`src/rtl/irq_ctrl_pkg.sv`:
```
// Shared definitions for the interrupt controller: FSM encoding, NMI id,
// default vector base and the vector-address helper.
package irq_ctrl_pkg;

  typedef enum logic [1:0] {
    ST_IDLE    = 2'd0,
    ST_REQ     = 2'd1,
    ST_SERVICE = 2'd2
  } irq_state_t;

  localparam logic [3:0]  NMI_ID       = 4'd14;
  localparam logic [15:0] VEC_BASE_DEF = 16'hFFE0;

  // Two-byte vector table entries; id 14 lands on 16'hFFFC, 16'hFFFE stays reserved.
  function automatic logic [15:0] vec_addr(input logic [15:0] base, input logic [3:0] id);
    return base + {11'd0, id, 1'b0};
  endfunction

endpackage

```
`src/rtl/irq_ctrl_if.sv`:
```
// Handshake between the interrupt controller (slave) and the instruction
// decoder / status register side (master).
interface irq_ctrl_if #(parameter int NSRC = 14) ();

  logic            GIE;
  logic            IRQ_ack;
  logic            RETI;
  logic            ie_wr;
  logic [NSRC-1:0] ie_din;
  logic [NSRC-1:0] ie_out;
  logic            IRQ_req;
  logic [15:0]     IRQ_vec;
  logic [3:0]      IRQ_id;

  modport master (
    output GIE, IRQ_ack, RETI, ie_wr, ie_din,
    input  ie_out, IRQ_req, IRQ_vec, IRQ_id
  );

  modport slave (
    input  GIE, IRQ_ack, RETI, ie_wr, ie_din,
    output ie_out, IRQ_req, IRQ_vec, IRQ_id
  );

endinterface

```
`src/rtl/irq_ctrl_sync_edge.sv`:
```
// Two-flop synchronizer followed by a rising-edge detector for one
// asynchronous interrupt line.
module irq_ctrl_sync_edge (
  input  logic clk,
  input  logic rst_n,
  input  logic din,
  output logic edge_p
);

  logic meta_r;
  logic sync_r;
  logic hist_r;

  // Synchronizer chain plus one history flop; history resets low so a line
  // already high at reset release still yields an edge.
  always_ff @(posedge clk or negedge rst_n) begin
    if (!rst_n) begin
      meta_r <= 1'b0;
      sync_r <= 1'b0;
      hist_r <= 1'b0;
    end else begin
      meta_r <= din;
      sync_r <= meta_r;
      hist_r <= sync_r;
    end
  end

  assign edge_p = sync_r & ~hist_r;

endmodule

```
`src/rtl/irq_ctrl.sv`:
```
// Interrupt controller: NSRC maskable sources plus NMI, pending latches,
// fixed priority selection and a request/service handshake with instr_dec.
module irq_ctrl
  import irq_ctrl_pkg::*;
#(
  parameter int          NSRC     = 14,
  parameter logic [15:0] VEC_BASE = VEC_BASE_DEF
) (
  input  logic            clk,
  input  logic            rst,
  input  logic [NSRC-1:0] irq_src,
  input  logic            nmi_in,
  irq_ctrl_if.slave       bus
);

  // Bit NSRC of every source-wide vector is the NMI.
  logic [NSRC:0]   src_all_s;
  logic [NSRC:0]   edge_s;
  logic [NSRC:0]   clr_s;
  logic [NSRC:0]   pend_next_s;
  logic [NSRC-1:0] elig_s;
  logic [3:0]      sel_id_s;
  logic            any_elig_s;
  logic            ack_s;
  logic            cur_nmi_s;
  logic            keep_s;

  irq_state_t      state_r;
  logic [NSRC:0]   pend_r;
  logic [NSRC-1:0] ie_r;
  logic            req_r;
  logic [3:0]      id_r;
  logic [15:0]     vec_r;

  assign src_all_s = {nmi_in, irq_src};

  for (genvar g = 0; g <= NSRC; g++) begin : g_sync
    irq_ctrl_sync_edge u_sync_edge (
      .clk    (clk),
      .rst_n  (rst),
      .din    (src_all_s[g]),
      .edge_p (edge_s[g])
    );
  end

  // Priority select (NMI, then highest maskable id), ack-driven pending clear
  // and the eligibility check that keeps a maskable request alive.
  always_comb begin
    elig_s      = pend_r[NSRC-1:0] & ie_r & {NSRC{bus.GIE}};
    sel_id_s    = 4'd0;
    keep_s      = 1'b0;
    clr_s       = '0;
    ack_s       = (state_r == ST_REQ) && bus.IRQ_ack;
    cur_nmi_s   = (id_r == NMI_ID);
    for (int i = 0; i < NSRC; i++) begin
      sel_id_s = elig_s[i] ? 4'(i) : sel_id_s;
      keep_s   = keep_s | ((id_r == 4'(i)) & ie_r[i] & bus.GIE);
      clr_s[i] = ack_s & (id_r == 4'(i));
    end
    clr_s[NSRC] = ack_s & cur_nmi_s;
    if (pend_r[NSRC]) begin
      sel_id_s = NMI_ID;
    end else begin
      sel_id_s = sel_id_s;
    end
    any_elig_s  = pend_r[NSRC] | (|elig_s);
    // New edges are OR-ed in after the clear so a coincident edge survives.
    pend_next_s = (pend_r & ~clr_s) | edge_s;
  end

  // Request/service FSM with pending, enable and all outputs registered.
  always_ff @(posedge clk or negedge rst) begin
    if (!rst) begin
      state_r <= ST_IDLE;
      pend_r  <= '0;
      ie_r    <= '0;
      req_r   <= 1'b0;
      id_r    <= 4'd0;
      vec_r   <= VEC_BASE;
    end else begin
      pend_r <= pend_next_s;
      if (bus.ie_wr) begin
        ie_r <= bus.ie_din;
      end
      case (state_r)
        ST_IDLE: begin
          if (any_elig_s) begin
            state_r <= ST_REQ;
            req_r   <= 1'b1;
            id_r    <= sel_id_s;
            vec_r   <= vec_addr(VEC_BASE, sel_id_s);
          end
        end
        ST_REQ: begin
          if (bus.IRQ_ack) begin
            state_r <= ST_SERVICE;
            req_r   <= 1'b0;
          end else if (!cur_nmi_s && !keep_s) begin
            state_r <= ST_IDLE;
            req_r   <= 1'b0;
          end
        end
        ST_SERVICE: begin
          if (bus.RETI) begin
            state_r <= ST_IDLE;
          end
        end
        default: begin
          state_r <= ST_IDLE;
          req_r   <= 1'b0;
        end
      endcase
    end
  end

  assign bus.ie_out  = ie_r;
  assign bus.IRQ_req = req_r;
  assign bus.IRQ_id  = id_r;
  assign bus.IRQ_vec = vec_r;

endmodule

```
`src/flat_wrapper.sv`:
```
// flat-port wrapper written by rule: the top's interface ports become plain ports
module irq_ctrl_flat import irq_ctrl_pkg::*;
#(
  parameter int          NSRC     = 14,
  parameter logic [15:0] VEC_BASE = VEC_BASE_DEF
)
  (clk, rst, irq_src, nmi_in, bus_GIE, bus_IRQ_ack, bus_RETI, bus_ie_wr, bus_ie_din, bus_ie_out, bus_IRQ_req, bus_IRQ_vec, bus_IRQ_id);
  irq_ctrl_if #(.NSRC(NSRC)) bus_i ();
  input  logic clk;
  input  logic rst;
  input  logic [NSRC-1:0] irq_src;
  input  logic nmi_in;
  input wire logic [$bits(bus_i.GIE)-1:0] bus_GIE;
  input wire logic [$bits(bus_i.IRQ_ack)-1:0] bus_IRQ_ack;
  input wire logic [$bits(bus_i.RETI)-1:0] bus_RETI;
  input wire logic [$bits(bus_i.ie_wr)-1:0] bus_ie_wr;
  input wire logic [$bits(bus_i.ie_din)-1:0] bus_ie_din;
  output wire logic [$bits(bus_i.ie_out)-1:0] bus_ie_out;
  output wire logic [$bits(bus_i.IRQ_req)-1:0] bus_IRQ_req;
  output wire logic [$bits(bus_i.IRQ_vec)-1:0] bus_IRQ_vec;
  output wire logic [$bits(bus_i.IRQ_id)-1:0] bus_IRQ_id;
  assign bus_i.GIE = bus_GIE;
  assign bus_i.IRQ_ack = bus_IRQ_ack;
  assign bus_i.RETI = bus_RETI;
  assign bus_i.ie_wr = bus_ie_wr;
  assign bus_i.ie_din = bus_ie_din;
  assign bus_ie_out = bus_i.ie_out;
  assign bus_IRQ_req = bus_i.IRQ_req;
  assign bus_IRQ_vec = bus_i.IRQ_vec;
  assign bus_IRQ_id = bus_i.IRQ_id;
  irq_ctrl #(.NSRC(NSRC), .VEC_BASE(VEC_BASE)) u_core (.clk(clk), .rst(rst), .irq_src(irq_src), .nmi_in(nmi_in), .bus(bus_i));
endmodule
```
`config.mk`:
```
export PLATFORM = sky130hd
export DESIGN_NAME = irq_ctrl_flat
export DESIGN_NICKNAME = d
export VERILOG_FILES = /design/src/rtl/irq_ctrl_pkg.sv /design/src/rtl/irq_ctrl_if.sv /design/src/rtl/irq_ctrl_sync_edge.sv /design/src/rtl/irq_ctrl.sv /design/src/flat_wrapper.sv
export SDC_FILE = /design/constraint.sdc
export NUM_CORES = 1
export LEC_CHECK = 0
export CORE_MARGIN = 8
export CORE_UTILIZATION = 35
export CTS_CLUSTER_SIZE = 8
export DETAILED_ROUTE_END_ITERATION = 8
export HOLD_SLACK_MARGIN = 0.02
export PLACE_DENSITY_LB_ADDON = 0.1
export SLEW_MARGIN = 20
export SYNTH_ARGS = -nofsm -noshare
export SYNTH_HDL_FRONTEND = slang
export SYNTH_HIERARCHICAL = 1
export SYNTH_SLANG_ARGS = --single-unit
```
`constraint.sdc`:
```
create_clock -name clk -period 4.06 [get_ports clk]
set_clock_uncertainty 0.15 [all_clocks]
set_input_delay 0.812 -clock clk [delete_from_list [all_inputs] [get_ports clk]]
set_output_delay 0.812 -clock clk [all_outputs]
set_load 0.02 [all_outputs]
```
## After elaboration in Yosys (flattened, before gate mapping)

Cells that the tools add are included.

- Reduce and logical (&&, ||, !) cells: 10
- Eq/ne operators: 19
- Add/subtract/negate cells: 1
- Bitwise logic cells: 93
- Multiplexer cells: 23

Operators with widths:

| kind | number |
|---|---|
| bitwise AND 1 bit | 58 |
| two-way mux 4 bit | 13 |
| bitwise AND 14 bit | 2 |
| == test 4 bit (second input constant) | 7 |
| == test 4 x 3 -> 1 bit (second input constant) | 4 |
| NOT 1 bit | 16 |
| bitwise AND 15 bit | 1 |
| NOT 15 bit | 1 |
| bitwise OR 15 bit | 1 |
| bitwise OR 1 bit | 14 |
| OR reduction 14 bit | 1 |
| == test 4 x 2 -> 1 bit (second input constant) | 2 |
| two-way mux 2 bit | 4 |
| adder 6 x 6 -> 7 bit (first input constant) | 1 |
| one-hot mux 2 bit (3 select lines) | 1 |
| AND reduction 3 bit | 2 |
| == test 4 x 1 -> 1 bit (second input constant) | 1 |
| zero test 4 bit | 1 |
| two-way mux 1 bit | 4 |
| != test 3 bit (second input constant) | 1 |
| one-hot mux 1 bit (3 select lines) | 1 |
| == test 2 x 1 -> 1 bit (second input constant) | 1 |
| == test 2 bit (second input constant) | 1 |
| logical AND 1 bit | 2 |
| 5 further kinds | 6 |

- Register bits after elaboration: 97
- Bits of input ports: 35

## Depth between registers and ports, before layout

- Word-level depth: 21
- Depth in mapped cells: 7
- Depth with buffers taken out: 5

## Hierarchy

The synthesis kept the hierarchy.

Modules (own cells, without submodules):

| module | area an instance (um^2) | seq. area each (um^2) | cells each | times used |
|---|---|---|---|---|
| irq_ctrl | 1,991.9 | 900.9 | 186 | 1 |
| irq_ctrl_sync_edge | 88.8 | 75.1 | 4 | 15 |

## Worst setup path after synthesis

OpenSTA, ideal clock, no wires.

- Path kind: input to register
- From: in bus_GIE
- To: reg u_core.id_r[0], in the netlist u_core/bus.IRQ_id[0]
- Data arrival time: 1,738 ps
- Path buffers: 1
- Stages on the path: 4
- Slack: 2,069 ps
- Path through: buf_6 o41ai_2 a311o_2 o41ai_2

- Cells in the longest elaborated chain, start to end: 15
- Elaborated cells on any way between the ends: 18
- Those cells by class: mux: 14; bitwise: 2; reduce/logical: 2

Ends and longest elaborated chain:

| element | line | source |
|---|---|---|
| start, declared | flat_wrapper.sv:13 | `input wire logic [$bits(bus_i.GIE)-1:0] bus_GIE;` |
| bitwise AND 14 bit * | irq_ctrl.sv:49 | `elig_s = pend_r[NSRC-1:0] & ie_r & {NSRC{bus.GIE}};` |
| two-way mux 1 bit | irq_ctrl.sv:56 | `sel_id_s = elig_s[i] ? 4'(i) : sel_id_s;` |
| two-way mux 4 bit (12 in series) | irq_ctrl.sv:56 |  |
| two-way mux 4 bit | irq_ctrl.sv:61 | `if (pend_r[NSRC]) begin` |
| end signal, assigned | irq_ctrl.sv:90 | `id_r <= sel_id_s;` |
| end, declared | irq_ctrl.sv:32 | `logic [3:0] id_r;` |

Every way passes the cells marked *; elsewhere a longest branch is shown, timed or not.
A chain may end at the register's enable or synchronous reset.

## Worst setup path in the final report

- From: reg u_core.id_r[2], in the netlist u_core/bus.IRQ_id[2]
- To: out bus_IRQ_id[2]

RTL lines:

| element | line | source |
|---|---|---|
| end, declared | flat_wrapper.sv:21 | `output wire logic [$bits(bus_i.IRQ_id)-1:0] bus_IRQ_id;` |

No word-level cell between the ends.

==> summary.txt <==
Status
  – Status: finished clean

Power
  – Cell Pwr Density: 516 nW/um2
  – Leak Pwr: 0.00169 uW
  – Worst VDD drop: 0.213 mV

Worst setup path
  – Crit end category: primary output
  – Setup crit end: bus_IRQ_id[2]
  – Reg-to-reg startpoint: u_core/bus.IRQ_id[2]
  – Crit path buf inv count: 1
  – Family with the most delay on the worst path: flip-flops
  – CP Class: flop to primary output
  – CP Max Fanout: 18
  – CP required: 3100 ps
  – Cell chain of the critical path: clkdlybuf4s50_1
  – CP arrival: 1850 ps
  – Crit path from: u_core/bus.IRQ_id[2]
  – Reg2reg path depth: 5
  – Crit path depth: 1
  – Reg-to-reg slack, setup: 1900 ps
  – Slowest CP cell: dfrtp_1
  – Worst reg2reg endpoint: u_core/bus.IRQ_req
  – Startpoint class of the critical path: flop
  – Slowest stage delay, CP: slightly below 800 ps

Logic synthesis
  – Post-synth top cells: dfrtp_1, nand2_1, buf_4, mux2_2, nor2b_4
  – Synth top area cells: dfrtp_1, nor2b_4, mux2_2
  – Register area share after synthesis: around 60%
  – Post-synthesis cell area: 3320 um2
  – Synth area leader: dfrtp_1
  – Synth warn: 6
  – Share of the synthesized area in the top cell type: 61.0%
  – Cell variety after synth: 43
  – Top-count cell post-synth: dfrtp_1
  – Post-synth EDFFs: 0
  – Post-Synthesis Cells: between 200 and 250
  – Syn Area/Cell: 13.5 um2
  – Register bit total from synthesis: 81
  – Post-synth ARST share: 100%
  – Top FF cell, synth: dfrtp_1

Timing
  – Final max-slew violation count: 0
  – Slew @ Worst Pin: roughly 800 ps
  – Max_slew headroom: 46.0%
  – F_max: 356 MHz
  – Setup TNS: 0 ps
  – Final min period: 2810 ps
  – Crit share post-route: 69.3%
  – # setup viols final: 0
  – RSZ-0062 raised after global routing: no
  – Final Hold Viols: 0

Drt
  – ANT nets after route: 0
  – DR vias: between 2000 and 2500
  – Vias per inst: between 4 and 5
  – Initial DRC Count: between 70 and 80
  – First drt pass iteration count: 5
  – Final wirelength: 7020 um
  – # DRC: 0
  – Post-DR wirelength/cell: ~16 um

Floorplan
  – Initial core utilization: 36.0%
  – Height of the chip: 113 um
  – Rows: 35
  – Total Die Area: between 10000 and 15000 um2
  – Chip width: 113 um
  – Core footprint: 9240 um2
  – # IOs: 70

Global route
  – GRT overflow: 0
  – Vias in the first global route: 2189
  – Overall routing resource usage: 11.6%
  – Largest net degree at the start of global routing: 82
  – Initial antenna violation count: 0
  – First-pass GRT wire length: 11600 um

CTS
  – CTS tree: done
  – Cts hold-fix bufs: 0
  – CTS max path bufs: 2
  – Post-CTS setup buffer count: 0
  – CTS buffer count: 9
  – Cts repair resizes: 0
  – H-tree depth: 3
  – Root Buffer: clkbuf_8
  – CTS sink cnt: 81
  – Clk pin slew, worst setup/hold paths: 80 ps
  – Clock Latency Late Sink: 340 ps

Hold path
  – Min-Delay Path Class: flop to flop

Layout
  – Layout Nets: 336
  – Share of layout cells above drive strength 1: 19.3%
  – Final Non-Filler Cells: approximately 440
  – Fillers: between 800 and 900
  – # diodes: 0
  – Area taken by multi-input logic gates: 1160 um2
  – Sequential standard cell area: about 2000 um2
  – Fin util: 44.6%
  – Layout area overhead: 24.0%

Job
  – Max cap viols: 0

Place
  – Final HPWL DP: 4960 um
  – Placer Congestion: between 0.7 and 0.8
  – I/O Buffers: 57
  – Cells after DPL: between 400 and 500
==> metrics by stage <==
stage	power [uW]	instance area (um2)	hold WS [ps]	worst slack (ps)
after floorplan	1370	3360	181	2070
after global placement	1570	3920	182	1340
after detailed placement	1570	3920	185	1310
after CTS	2150	4120	201	1250
after global routing	2250	4120	209	1190
final	2130	4120	201	1250
==> layout make-up <==
| cell class | instances | share of cell area, % |
|---|---|---|
| Sequential cell | 81 | 49.2 |
| Multi-Input combinational cell | 150 | 28.1 |
| Timing Repair Buffer | 57 | 13.9 |
| Tap cell | 129 | 3.92 |
| Clock buffer | 10 | 3.10 |
| Clock inverter | 6 | 1.64 |
| Inverter | 2 | 0.182 |
==> registers in the layout, indices dropped and copies added, names as in the netlist <==
signal                            flops
u_core/bus.ie_out                    14
u_core/bus.IRQ_id                     4
u_core/state_r                        2
u_core/pend_r                        15
u_core/bus.IRQ_req                    1
u_core/g_sync.u_sync_edge/meta_r     15
u_core/g_sync.u_sync_edge/hist_r     15
u_core/g_sync.u_sync_edge/sync_r     15
==> per-layer routing <==
metal / share of wire (%) / track usage, %
met1: 46 / 14.6
met2: 47 / 18.5
met3: 6.4 / 3.54
met4: 0.90 / 4.00
met5: 0 / 0
==> worst min-delay path by stage <==
stage	start	endpoint	slack [ps]	cells after the start
final	u_core/g_sync[5].u_sync_edge/meta_r	u_core/g_sync[5].u_sync_edge/sync_r	200	0
after floorplan	u_core/g_sync[0].u_sync_edge/meta_r	u_core/g_sync[0].u_sync_edge/sync_r	180	0
after CTS	u_core/g_sync[2].u_sync_edge/meta_r	u_core/g_sync[2].u_sync_edge/sync_r	200	0
after detailed placement	u_core/g_sync[0].u_sync_edge/meta_r	u_core/g_sync[0].u_sync_edge/sync_r	180	0
after global routing	u_core/g_sync[14].u_sync_edge/meta_r	u_core/g_sync[14].u_sync_edge/sync_r	210	0
after global placement	u_core/g_sync[6].u_sync_edge/meta_r	u_core/g_sync[6].u_sync_edge/sync_r	180	0
==> layout by cell type, fill, tap and decap left out, types with 3 or more instances in the layout <==
cell             instances
mux2i_1                  4
a21o_1                  13
clkdlybuf4s50_1         56
o21ai_0                  4
a31oi_1                  5
conb_1                  12
a22o_4                   3
a22o_2                   4
mux2_2                  16
nand2_1                 24
nor2b_1                  3
nand2b_1                 6
nor2b_4                 15
nand3_1                  5
dfrtp_1                 81
a21oi_1                  5
nor2_1                   3
clkbuf_8                 9
==> cells by family after synthesis <==
| family | after synthesis | synth area share (%) |
|---|---|---|
| flip-flops | 81 | 61.0 |
| AND/OR/NAND/NOR | 66 | 13.8 |
| AO/OA/AOI/OAI | 52 | 13.1 |
| buffers and inverters | 25 | 5.31 |
| multiplexers | 20 | 6.62 |
| other | 2 | 0.226 |
==> where the power goes <==
| group | internal [uW] | switching, uW | total, uW | leakage, uW |
|---|---|---|---|---|
| logic | 261 | 247 | 508 | 0.000695 |
| registers | 893 | 147 | 1040 | 0.000905 |
| clock network | 286 | 291 | 578 | 0.0000929 |
Note: power is estimated with default switching activity, not from simulation.
